File: config.mk
export PLATFORM = sky130hd
export DESIGN_NAME = sa_skew_feeder
export DESIGN_NICKNAME = d
export VERILOG_FILES = /design/src/rtl/sa_skew_feeder_pkg.sv /design/src/rtl/sa_skew_feeder_skew_lane.sv /design/src/rtl/sa_skew_feeder.sv
export SDC_FILE = /design/constraint.sdc
export NUM_CORES = 2
export LEC_CHECK = 0
export ABC_AREA = 1
export BUFFER_PORTS_ARGS = -buffer_cell sky130_fd_sc_hd__buf_2
export CAP_MARGIN = 40
export CORE_AREA = 2 2 318 320
export DETAILED_ROUTE_END_ITERATION = 8
export DIE_AREA = 0 0 320 322
export GPL_TIMING_DRIVEN = 0
export SLEW_MARGIN = 30
export SYNTH_ARGS = -nofsm -noshare
export SYNTH_HDL_FRONTEND = slang
export SYNTH_SLANG_ARGS = --single-unit
export TNS_END_PERCENT = 1
File: constraint.sdc
create_clock -name clk -period 4.85 [get_ports clk]
set_input_delay 1.2125 -clock clk [delete_from_list [all_inputs] [get_ports clk]]
set_output_delay 1.2125 -clock clk [all_outputs]
set_load 0.1 [all_outputs]
File: src/rtl/sa_skew_feeder_pkg.sv
// Shared types and sizing helpers for the skewed systolic-array feeder.
// Element indexing is MSB-first: element 0 occupies the top bits of a packed vector.
package sa_skew_feeder_pkg;

   typedef enum logic [1:0] {
      StIdle  = 2'd0,
      StFeed  = 2'd1,
      StDrain = 2'd2,
      StDone  = 2'd3
   } state_e;

   function automatic int unsigned calc_k(input int unsigned ww, input int unsigned wh);
      return ww * wh;
   endfunction

   function automatic int unsigned calc_f_len(input int unsigned k, input int unsigned fm,
                                              input int unsigned kn);
      return k + ((fm > kn) ? fm : kn) - 1;
   endfunction

   function automatic int unsigned calc_d_len(input int unsigned fm, input int unsigned kn);
      return (fm < kn) ? fm : kn;
   endfunction

   function automatic int unsigned calc_cnt_w(input int unsigned f_len);
      return ($clog2(f_len) < 1) ? 1 : $clog2(f_len);
   endfunction

   // Top bit of element idx inside a packed vector of total bits.
   function automatic int unsigned elem_msb(input int unsigned total, input int unsigned idx,
                                            input int unsigned bw);
      return total - 1 - idx * bw;
   endfunction

endpackage

File: src/rtl/sa_skew_feeder_skew_lane.sv
// One array-edge lane: emits element (cnt - LANE_OFFSET) of its K-element vector while feeding.
module sa_skew_feeder_skew_lane #(
   parameter int          LANE_OFFSET = 0,
   parameter int unsigned K           = 9,
   parameter int unsigned BITWIDTH    = 8,
   parameter int unsigned CNT_W       = 5
) (
   input  logic [K*BITWIDTH-1:0] vec,
   input  logic [CNT_W-1:0]      cnt,
   input  logic                  feed_en,
   output logic [BITWIDTH-1:0]   data,
   output logic                  valid
);

   // b + LANE_OFFSET never exceeds F_LEN-1, so the truncating cast is exact.
   always_comb begin
      data  = '0;
      valid = 1'b0;
      if (feed_en) begin
         for (int b = 0; b < int'(K); b++) begin
            if (cnt == CNT_W'(b + LANE_OFFSET)) begin
               valid = 1'b1;
               data  = vec[(int'(K) - 1 - b) * int'(BITWIDTH) +: BITWIDTH];
            end
         end
      end
   end

endmodule

File: src/rtl/sa_skew_feeder.sv
// Latches one feature-map matrix and one weight matrix, then streams them diagonally skewed
// into the systolic array edges, followed by a drain phase and a one-cycle done pulse.
module sa_skew_feeder
   import sa_skew_feeder_pkg::*;
#(
   parameter int unsigned BITWIDTH        = 8,
   parameter int unsigned WEIGHT_WIDTH    = 3,
   parameter int unsigned WEIGHT_HEIGHT   = 3,
   parameter int unsigned FEATURE_MAP_NUM = 9,
   parameter int unsigned KERNEL_NUM      = 1
) (
   input  logic                                                     clk,
   input  logic                                                     rst,
   input  logic                                                     start,
   input  logic [FEATURE_MAP_NUM*WEIGHT_WIDTH*WEIGHT_HEIGHT*BITWIDTH-1:0] feature_maps_v,
   input  logic [WEIGHT_WIDTH*WEIGHT_HEIGHT*KERNEL_NUM*BITWIDTH-1:0] weights_v,
   output logic [FEATURE_MAP_NUM*BITWIDTH-1:0]                      row_data,
   output logic [FEATURE_MAP_NUM-1:0]                               row_valid,
   output logic [KERNEL_NUM*BITWIDTH-1:0]                           col_data,
   output logic [KERNEL_NUM-1:0]                                    col_valid,
   output logic                                                     acc_clr,
   output logic                                                     busy,
   output logic                                                     done
);

   localparam int unsigned K     = calc_k(WEIGHT_WIDTH, WEIGHT_HEIGHT);
   localparam int unsigned FM_W  = FEATURE_MAP_NUM * K * BITWIDTH;
   localparam int unsigned W_W   = K * KERNEL_NUM * BITWIDTH;
   localparam int unsigned F_LEN = calc_f_len(K, FEATURE_MAP_NUM, KERNEL_NUM);
   localparam int unsigned D_LEN = calc_d_len(FEATURE_MAP_NUM, KERNEL_NUM);
   localparam int unsigned CNT_W = calc_cnt_w(F_LEN);

   state_e           state_q, state_d;
   logic [CNT_W-1:0] cnt_q, cnt_d;
   logic [FM_W-1:0]  fm_q;
   logic [W_W-1:0]   w_q;
   logic             latch;
   logic             feed_en;

   always_ff @(posedge clk) begin
      if (rst) begin
         state_q <= StIdle;
         cnt_q   <= '0;
         fm_q    <= '0;
         w_q     <= '0;
      end else begin
         state_q <= state_d;
         cnt_q   <= cnt_d;
         if (latch) begin
            fm_q <= feature_maps_v;
            w_q  <= weights_v;
         end
      end
   end

   always_comb begin
      state_d = state_q;
      cnt_d   = cnt_q;
      latch   = 1'b0;
      unique case (state_q)
         StIdle: begin
            if (start) begin
               latch   = 1'b1;
               cnt_d   = '0;
               state_d = StFeed;
            end
         end
         StFeed: begin
            if (cnt_q == CNT_W'(F_LEN - 1)) begin
               cnt_d   = '0;
               state_d = StDrain;
            end else begin
               cnt_d = cnt_q + 1'b1;
            end
         end
         StDrain: begin
            if (cnt_q == CNT_W'(D_LEN - 1)) begin
               cnt_d   = '0;
               state_d = StDone;
            end else begin
               cnt_d = cnt_q + 1'b1;
            end
         end
         StDone: begin
            state_d = StIdle;
         end
         default: begin
            state_d = StIdle;
         end
      endcase
   end

   assign feed_en = (state_q == StFeed);
   assign acc_clr = feed_en && (cnt_q == '0);
   assign busy    = (state_q != StIdle);
   assign done    = (state_q == StDone);

   for (genvar a = 0; a < int'(FEATURE_MAP_NUM); a++) begin : g_row
      sa_skew_feeder_skew_lane #(
         .LANE_OFFSET(a),
         .K          (K),
         .BITWIDTH   (BITWIDTH),
         .CNT_W      (CNT_W)
      ) u_lane (
         .vec    (fm_q[elem_msb(FM_W, a * K, BITWIDTH) -: K * BITWIDTH]),
         .cnt    (cnt_q),
         .feed_en(feed_en),
         .data   (row_data[(FEATURE_MAP_NUM - a) * BITWIDTH - 1 -: BITWIDTH]),
         .valid  (row_valid[a])
      );
   end

   // Weight column f is strided in the packed vector; gather it into a contiguous lane vector.
   for (genvar f = 0; f < int'(KERNEL_NUM); f++) begin : g_col
      logic [K*BITWIDTH-1:0] col_vec;

      for (genvar e = 0; e < int'(K); e++) begin : g_elem
         assign col_vec[(K - e) * BITWIDTH - 1 -: BITWIDTH] =
            w_q[elem_msb(W_W, e * KERNEL_NUM + f, BITWIDTH) -: BITWIDTH];
      end

      sa_skew_feeder_skew_lane #(
         .LANE_OFFSET(f),
         .K          (K),
         .BITWIDTH   (BITWIDTH),
         .CNT_W      (CNT_W)
      ) u_lane (
         .vec    (col_vec),
         .cnt    (cnt_q),
         .feed_en(feed_en),
         .data   (col_data[(KERNEL_NUM - f) * BITWIDTH - 1 -: BITWIDTH]),
         .valid  (col_valid[f])
      );
   end

endmodule

* Word level (Yosys, flattened, before mapping)
Cells that the tools add are included.
Operators by class: add/subtract/negate cells 1, equal/unequal tests 22, reduce and logical (&&, ||, !) cells 7, mux-type cells 200
Operator list (count):
- two-way mux 8 bit | 100
- two-way mux 1 bit | 92
- == test 5 x 4 -> 1 bit (second input constant) | 8
- == test 5 x 3 -> 1 bit (second input constant) | 4
- two-way mux 5 bit | 3
- one-hot mux 5 bit (3 select lines) | 1
- == test 5 x 2 -> 1 bit (second input constant) | 2
- one-hot mux 2 bit (4 select lines) | 1
- two-way mux 2 bit | 3
- adder 5 x 1 -> 5 bit (second input constant) | 1
- == test 5 x 1 -> 1 bit (second input constant) | 1
- == test 5 bit (second input constant) | 1
- logical NOT 5 bit | 1
- == test 2 bit (second input constant) | 2
- inequality test 2 bit (second input constant) | 2
- AND reduction 3 bit | 1
- nonzero test 3 bit | 1
- == test 2 x 1 -> 1 bit (second input constant) | 1
- logical NOT 2 bit | 1
- inequality test 2 x 1 -> 1 bit (second input constant) | 1
- AND reduction 2 bit | 1
- nonzero test 2 bit | 1
- logical AND 1 bit | 1
Storage, ports and cells: bits of input ports 723, output and inout bits 93, word-level logic and storage cells 234, bits in registers 727

* Depth between registers and ports, before layout
word-level depth 11, gate-level depth with buffers 16

* Cells and area by module
Synthesis repeated with hierarchy kept, for this count alone.
Second synthesis, totals: cell total of the unflattened synthesis 4917, area total of the unflattened synthesis 33669.8 um^2
Modules (own cells, without submodules):
- sa_skew_feeder | area each 25396.9 um^2, cells an instance 3190, times used 1, sequential area each 14554.0 um^2
- sa_skew_feeder_skew_lane (g_col[0].u_lane ...) | area each 724.4 um^2, cells an instance 148, times used 2, sequential area each 0.0 um^2
- sa_skew_feeder_skew_lane (g_row[2].u_lane) | area each 899.6 um^2, cells an instance 201, times used 1, sequential area each 0.0 um^2
- sa_skew_feeder_skew_lane (g_row[6].u_lane) | area each 893.4 um^2, cells an instance 190, times used 1, sequential area each 0.0 um^2
- sa_skew_feeder_skew_lane (g_row[1].u_lane) | area each 884.6 um^2, cells an instance 178, times used 1, sequential area each 0.0 um^2
- sa_skew_feeder_skew_lane (g_row[7].u_lane) | area each 870.8 um^2, cells an instance 193, times used 1, sequential area each 0.0 um^2
- sa_skew_feeder_skew_lane (g_row[3].u_lane) | area each 857.1 um^2, cells an instance 190, times used 1, sequential area each 0.0 um^2
- sa_skew_feeder_skew_lane (g_row[5].u_lane) | area each 813.3 um^2, cells an instance 174, times used 1, sequential area each 0.0 um^2
- sa_skew_feeder_skew_lane (g_row[4].u_lane) | area each 810.8 um^2, cells an instance 153, times used 1, sequential area each 0.0 um^2
- sa_skew_feeder_skew_lane (g_row[8].u_lane) | area each 794.5 um^2, cells an instance 152, times used 1, sequential area each 0.0 um^2

* Worst setup path before layout
OpenSTA, ideal clock, no wires.
kind register to output, start reg cnt_q[0], end out row_valid[0], stages on the path, launching flop included 9, path slack -310 ps, data arrival time 3947 ps, buffers on the path 2, required time 3638 ps, cell sequence dfxtp_1 inv_1 ha_1 nand2_2 nor2_2 buf_2 inv_1 o21ai_0 buf_4
Between the ends: longest elaborated chain between the ends 11
Ends and longest elaborated chain:
- from (decl) | line sa_skew_feeder.sv:34 | logic [CNT_W-1:0] cnt_q, cnt_d;
- from (signal assigned) | line sa_skew_feeder.sv:48 | cnt_q <= cnt_d;
- logical NOT 5 bit
- two-way mux 1 bit (8 in series)
- two-way mux 1 bit (*) (2 in series)
- to (decl) | line sa_skew_feeder.sv:18 | output logic [FEATURE_MAP_NUM-1:0] row_valid,
Mark *: on every way between the ends. The rest lies on a longest branch, timed or not.

* Final worst setup path
start reg cnt_q[0], end out row_data[0]
Between the ends: longest elaborated chain between the ends 11
Ends and longest elaborated chain:
- == test 5 x 4 -> 1 bit | line sa_skew_feeder_skew_lane.sv:21 | if (cnt == CNT_W'(b + LANE_OFFSET)) begin
- two-way mux 8 bit (8 in series) | line sa_skew_feeder_skew_lane.sv:21
- two-way mux 8 bit (*) | line sa_skew_feeder_skew_lane.sv:21
- two-way mux 8 bit (*) | line sa_skew_feeder_skew_lane.sv:19 | if (feed_en) begin
- to (decl) | line sa_skew_feeder.sv:17 | output logic [FEATURE_MAP_NUM*BITWIDTH-1:0] row_data,
Marks and branches as above.

==> flow_metrics.py <==
metrics = {
    "route": {
        "wl_met3_um": 11700,
        "avgViaCountPerCell": 5.05,
        "met2WireLength_um": 75000,
        "ant_nets": 0,
        "dr.max_layer_used": "met5",
        "wl_per_cell_um": 22.3,
        "first_pass_iters": 7,
        "vias": 35231,
        "drc": 0,
        "drtIter0Drc": 2976,
        "wl_um": 156000,
        "met1Wirelength_um": 62400,
    },
    "global_route": {
        "overflow": 0,
        "grt_pass1_wl_um": 217000,
        "first_global_vias": 33203,
        "track_usage_pct": 28.9,
        "grt_max_degree": 13,
        "antenna_found_initial": 50,
    },
    "timing": {
        "drv_slew": 0,
        "rsz0062_at_grt": "yes",
        "hold_ws_ns": 0.451,
        "finalSetupViolations": 1,
        "skew_ns": 0.0135,
        "max_slew_margin_pct": 40.7,
        "fmax_mhz": 205,
        "finalHoldViolCount": 0,
        "final.setup.worst_slack_ns": -0.0210,
        "period_minus_slack_ns": 4.87,
        "worst_pin_slew_ns": 0.889,
        "fin_crit_sh_pct": 100,
    },
    "placed_design": {
        "portBuffers": 815,
        "placed_area_um2": 37700,
        "dp_hpwl_um": 125000,
        "place_congestion": 0.951,
    },
    "clock_network": {
        "cts_buffers": 83,
        "htreeDepth": 3,
        "cts_hold_buf": 0,
        "clk_latency_ns": 0.68,
        "cts_buffer_depth": 3,
        "path_clk_slew_ns": 0.06,
        "cts_tree": "yes",
        "clock-root-buffer": "clkbuf_16",
        "cts_sinks": 727,
    },
    "outcome": {
        "outcome": "complete, but fails checks",
        "violations": "setup timing",
    },
    "pwr": {
        "peakVddDrop_mv": 0.276,
        "powerDensity_nw_per_um2": 550,
        "leakagePower_uw": 0.0181,
    },
    "logic_synthesis": {
        "netlist_instances": 4667,
        "synth_area_leaders": "dfxtp_1, nor2_1, o21ai_0",
        "synth.avg_cell_area_um2": 6.81,
        "synth_most_common_cell": "nor2_1",
        "synth_cell_types": 39,
        "synth-edff-count": 0,
        "synthTopCellsByCount": "nor2_1, o21ai_0, dfxtp_1",
        "synth-seq-cells": 727,
        "yosysWarnings": 0,
        "async_flop_share_pct": 0,
        "syn_area_um2": 31800,
        "yosys.area.top_type": "dfxtp_1",
        "syn_nets": 5401,
        "ys_seq_area_share_pct": 45.8,
        "ys.flop_type": "dfxtp_1",
        "synth_top_area_share_pct": 45.8,
    },
    "floorplan": {
        "die_w_um": 320,
        "core_um2": 99600,
        "fp.dieH_um": 322,
        "io_pins": 816,
        "rows": 116,
        "die_area_um2": 103000,
        "initial_core_util_pct": 31.9,
    },
    "critical_path": {
        "worstPathArrival_ns": 3.66,
        "cp-start-kind": "register",
        "cp-end-kind": "output pin",
        "crit_required_ns": 3.64,
        "r2r_slack_ns": 1.53,
        "worstSetupPathType": "reg2out",
        "critPathMaxFanout": 10,
    },
    "run": {
        "maxCapViolCount": 0,
    },
    "finish": {
        "final_area_um2": 41300,
        "nets": 6320,
        "area_delta_synth_final_pct": 29.8,
        "fillCellCount": 10733,
        "drive_above_1_share_pct": 20.8,
    },
    "worst_hold_path": {
        "hold_path_class": "reg2reg",
    },
}
-- cell usage in the layout (no fill, tap or decap), types with 7 or more instances in the layout --
master	synthesis	final
o21ai_0	853	849
buf_4	20	81
ha_1	11	10
a21oi_2	1	13
nor2_4	1	13
nor2_2	15	10
clkbuf_4	0	21
inv_1	96	95
or2_0	7	7
o21bai_1	8	8
o2111ai_1	14	13
dfxtp_1	727	726
buf_2	44	766
a21oi_1	167	155
o221ai_1	12	12
nand3_1	103	103
or2_2	36	36
nand2_1	535	528
inv_2	11	11
a31oi_1	34	34
clkbuf_2	0	24
o22ai_1	39	39
clkbuf_1	289	276
nand2_2	7	9
clkbuf_8	0	24
clkbuf_16	0	85
nor2_1	1526	1519
o21ai_1	20	23
clkinv_2	0	11
diode_2	0	26
nor3_1	13	11
a22oi_1	8	8
buf_6	1	34
o211ai_1	34	34
-- final timing paths --
path / start / to / cells past startpoint
setup / recovery: cnt_q[0] / row_data[0] / 13
hold reg to reg: fm_q[415] / fm_q[415] / 2
hold / removal: fm_q[415] / fm_q[415] / 2
setup reg to reg: state_q[0] / fm_q[213] / 8
-- kinds of logic (layout without fill, tap and decap cells) --
kind of cell             Yosys count  in the layout  synth area share, %
AND/OR/NAND/NOR                 2250           2250                 27.6
AO/OA/AOI/OAI                   1203           1203                 20.1
flip-flops                       727            727                 45.8
buffers and inverters            474           1458                 6.03
adder cells (fa/ha/maj)           11             11                0.433
XOR/XNOR                           1              1               0.0276
multiplexers                       1              1               0.0315
other                              0             26                    0
-- registers in the layout (all words and copies together), names as in the netlist --
name           flops
fm_q             648
state_q            2
g_col.col_vec     72
cnt_q              5
-- final cells by class --
type | instances | area [µm²] | area share (%)
clock inverters | 24 | 289 | 0.700
repair buffers | 834 | 4640 | 11.3
plain buffers | 366 | 1650 | 3.99
flip-flops and latches | 727 | 14600 | 35.3
multi-input cells | 3466 | 15500 | 37.6
well taps | 1298 | 1620 | 3.94
clock buffers | 126 | 2510 | 6.09
diodes | 26 | 65.1 | 0.158
inverters | 108 | 409 | 0.992
-- power by group --
group | internal, µW | switching (µW) | leakage (µW)
Clock | 3840 | 2680 | 0.00138
Sequential | 7580 | 816 | 0.00601
Combinational | 2280 | 5520 | 0.0107
Total | 13700 | 9010 | 0.0181
-- per-layer routing --
metal  up-vias  GRT usage (%)
met5         -              0
met4        32           12.4
met3       294           5.01
met2      1474           50.7
met1     16322           34.8
li1      17109              -
-- worst max-delay path, cell delays in order, from the launching register on --
cell	delay [ns]
dfxtp_1	0.35
ha_1	0.26
inv_1	0.14
nor2_4	0.07
buf_12	0.15
nand2_4	0.15
clkbuf_1	0.42
o2111ai_1	0.35
nand3_1	0.16
nand2_1	0.10
nand2_1	0.07
nand2_1	0.11
a21oi_1	0.21
buf_2	0.46
-- stage by stage --
| step | util [%] | setup WS, ns | total power, µW | std cells | TNS [ns] |
|---|---|---|---|---|---|
| after floorplan | - | 0.455 | 13300 | 4667 | 0 |
| after global placement | 37.7 | -0.521 | 15900 | 6780 | -5.89 |
| after detailed placement | 37.8 | -0.194 | 16100 | 6792 | -1.59 |
| after CTS | 41.2 | -0.0582 | 22700 | 6946 | -0.108 |
| after global routing | 41.4 | -0.127 | 24000 | 6954 | -1.59 |
| final | 41.4 | -0.0210 | 22700 | 6975 | -0.0210 |
-- what timing repair did --
| item | in CTS | in global routing |
|---|---|---|
| gates resized for setup | 162 | 75 |
| buffers inserted | 4 | 3 |
| pin swaps | 2 | 1 |
| endpoints found under the hold margin | 0 | 0 |
| setup endpoints to repair | 90 | 76 |
Note: power is estimated with default switching activity, not from simulation.
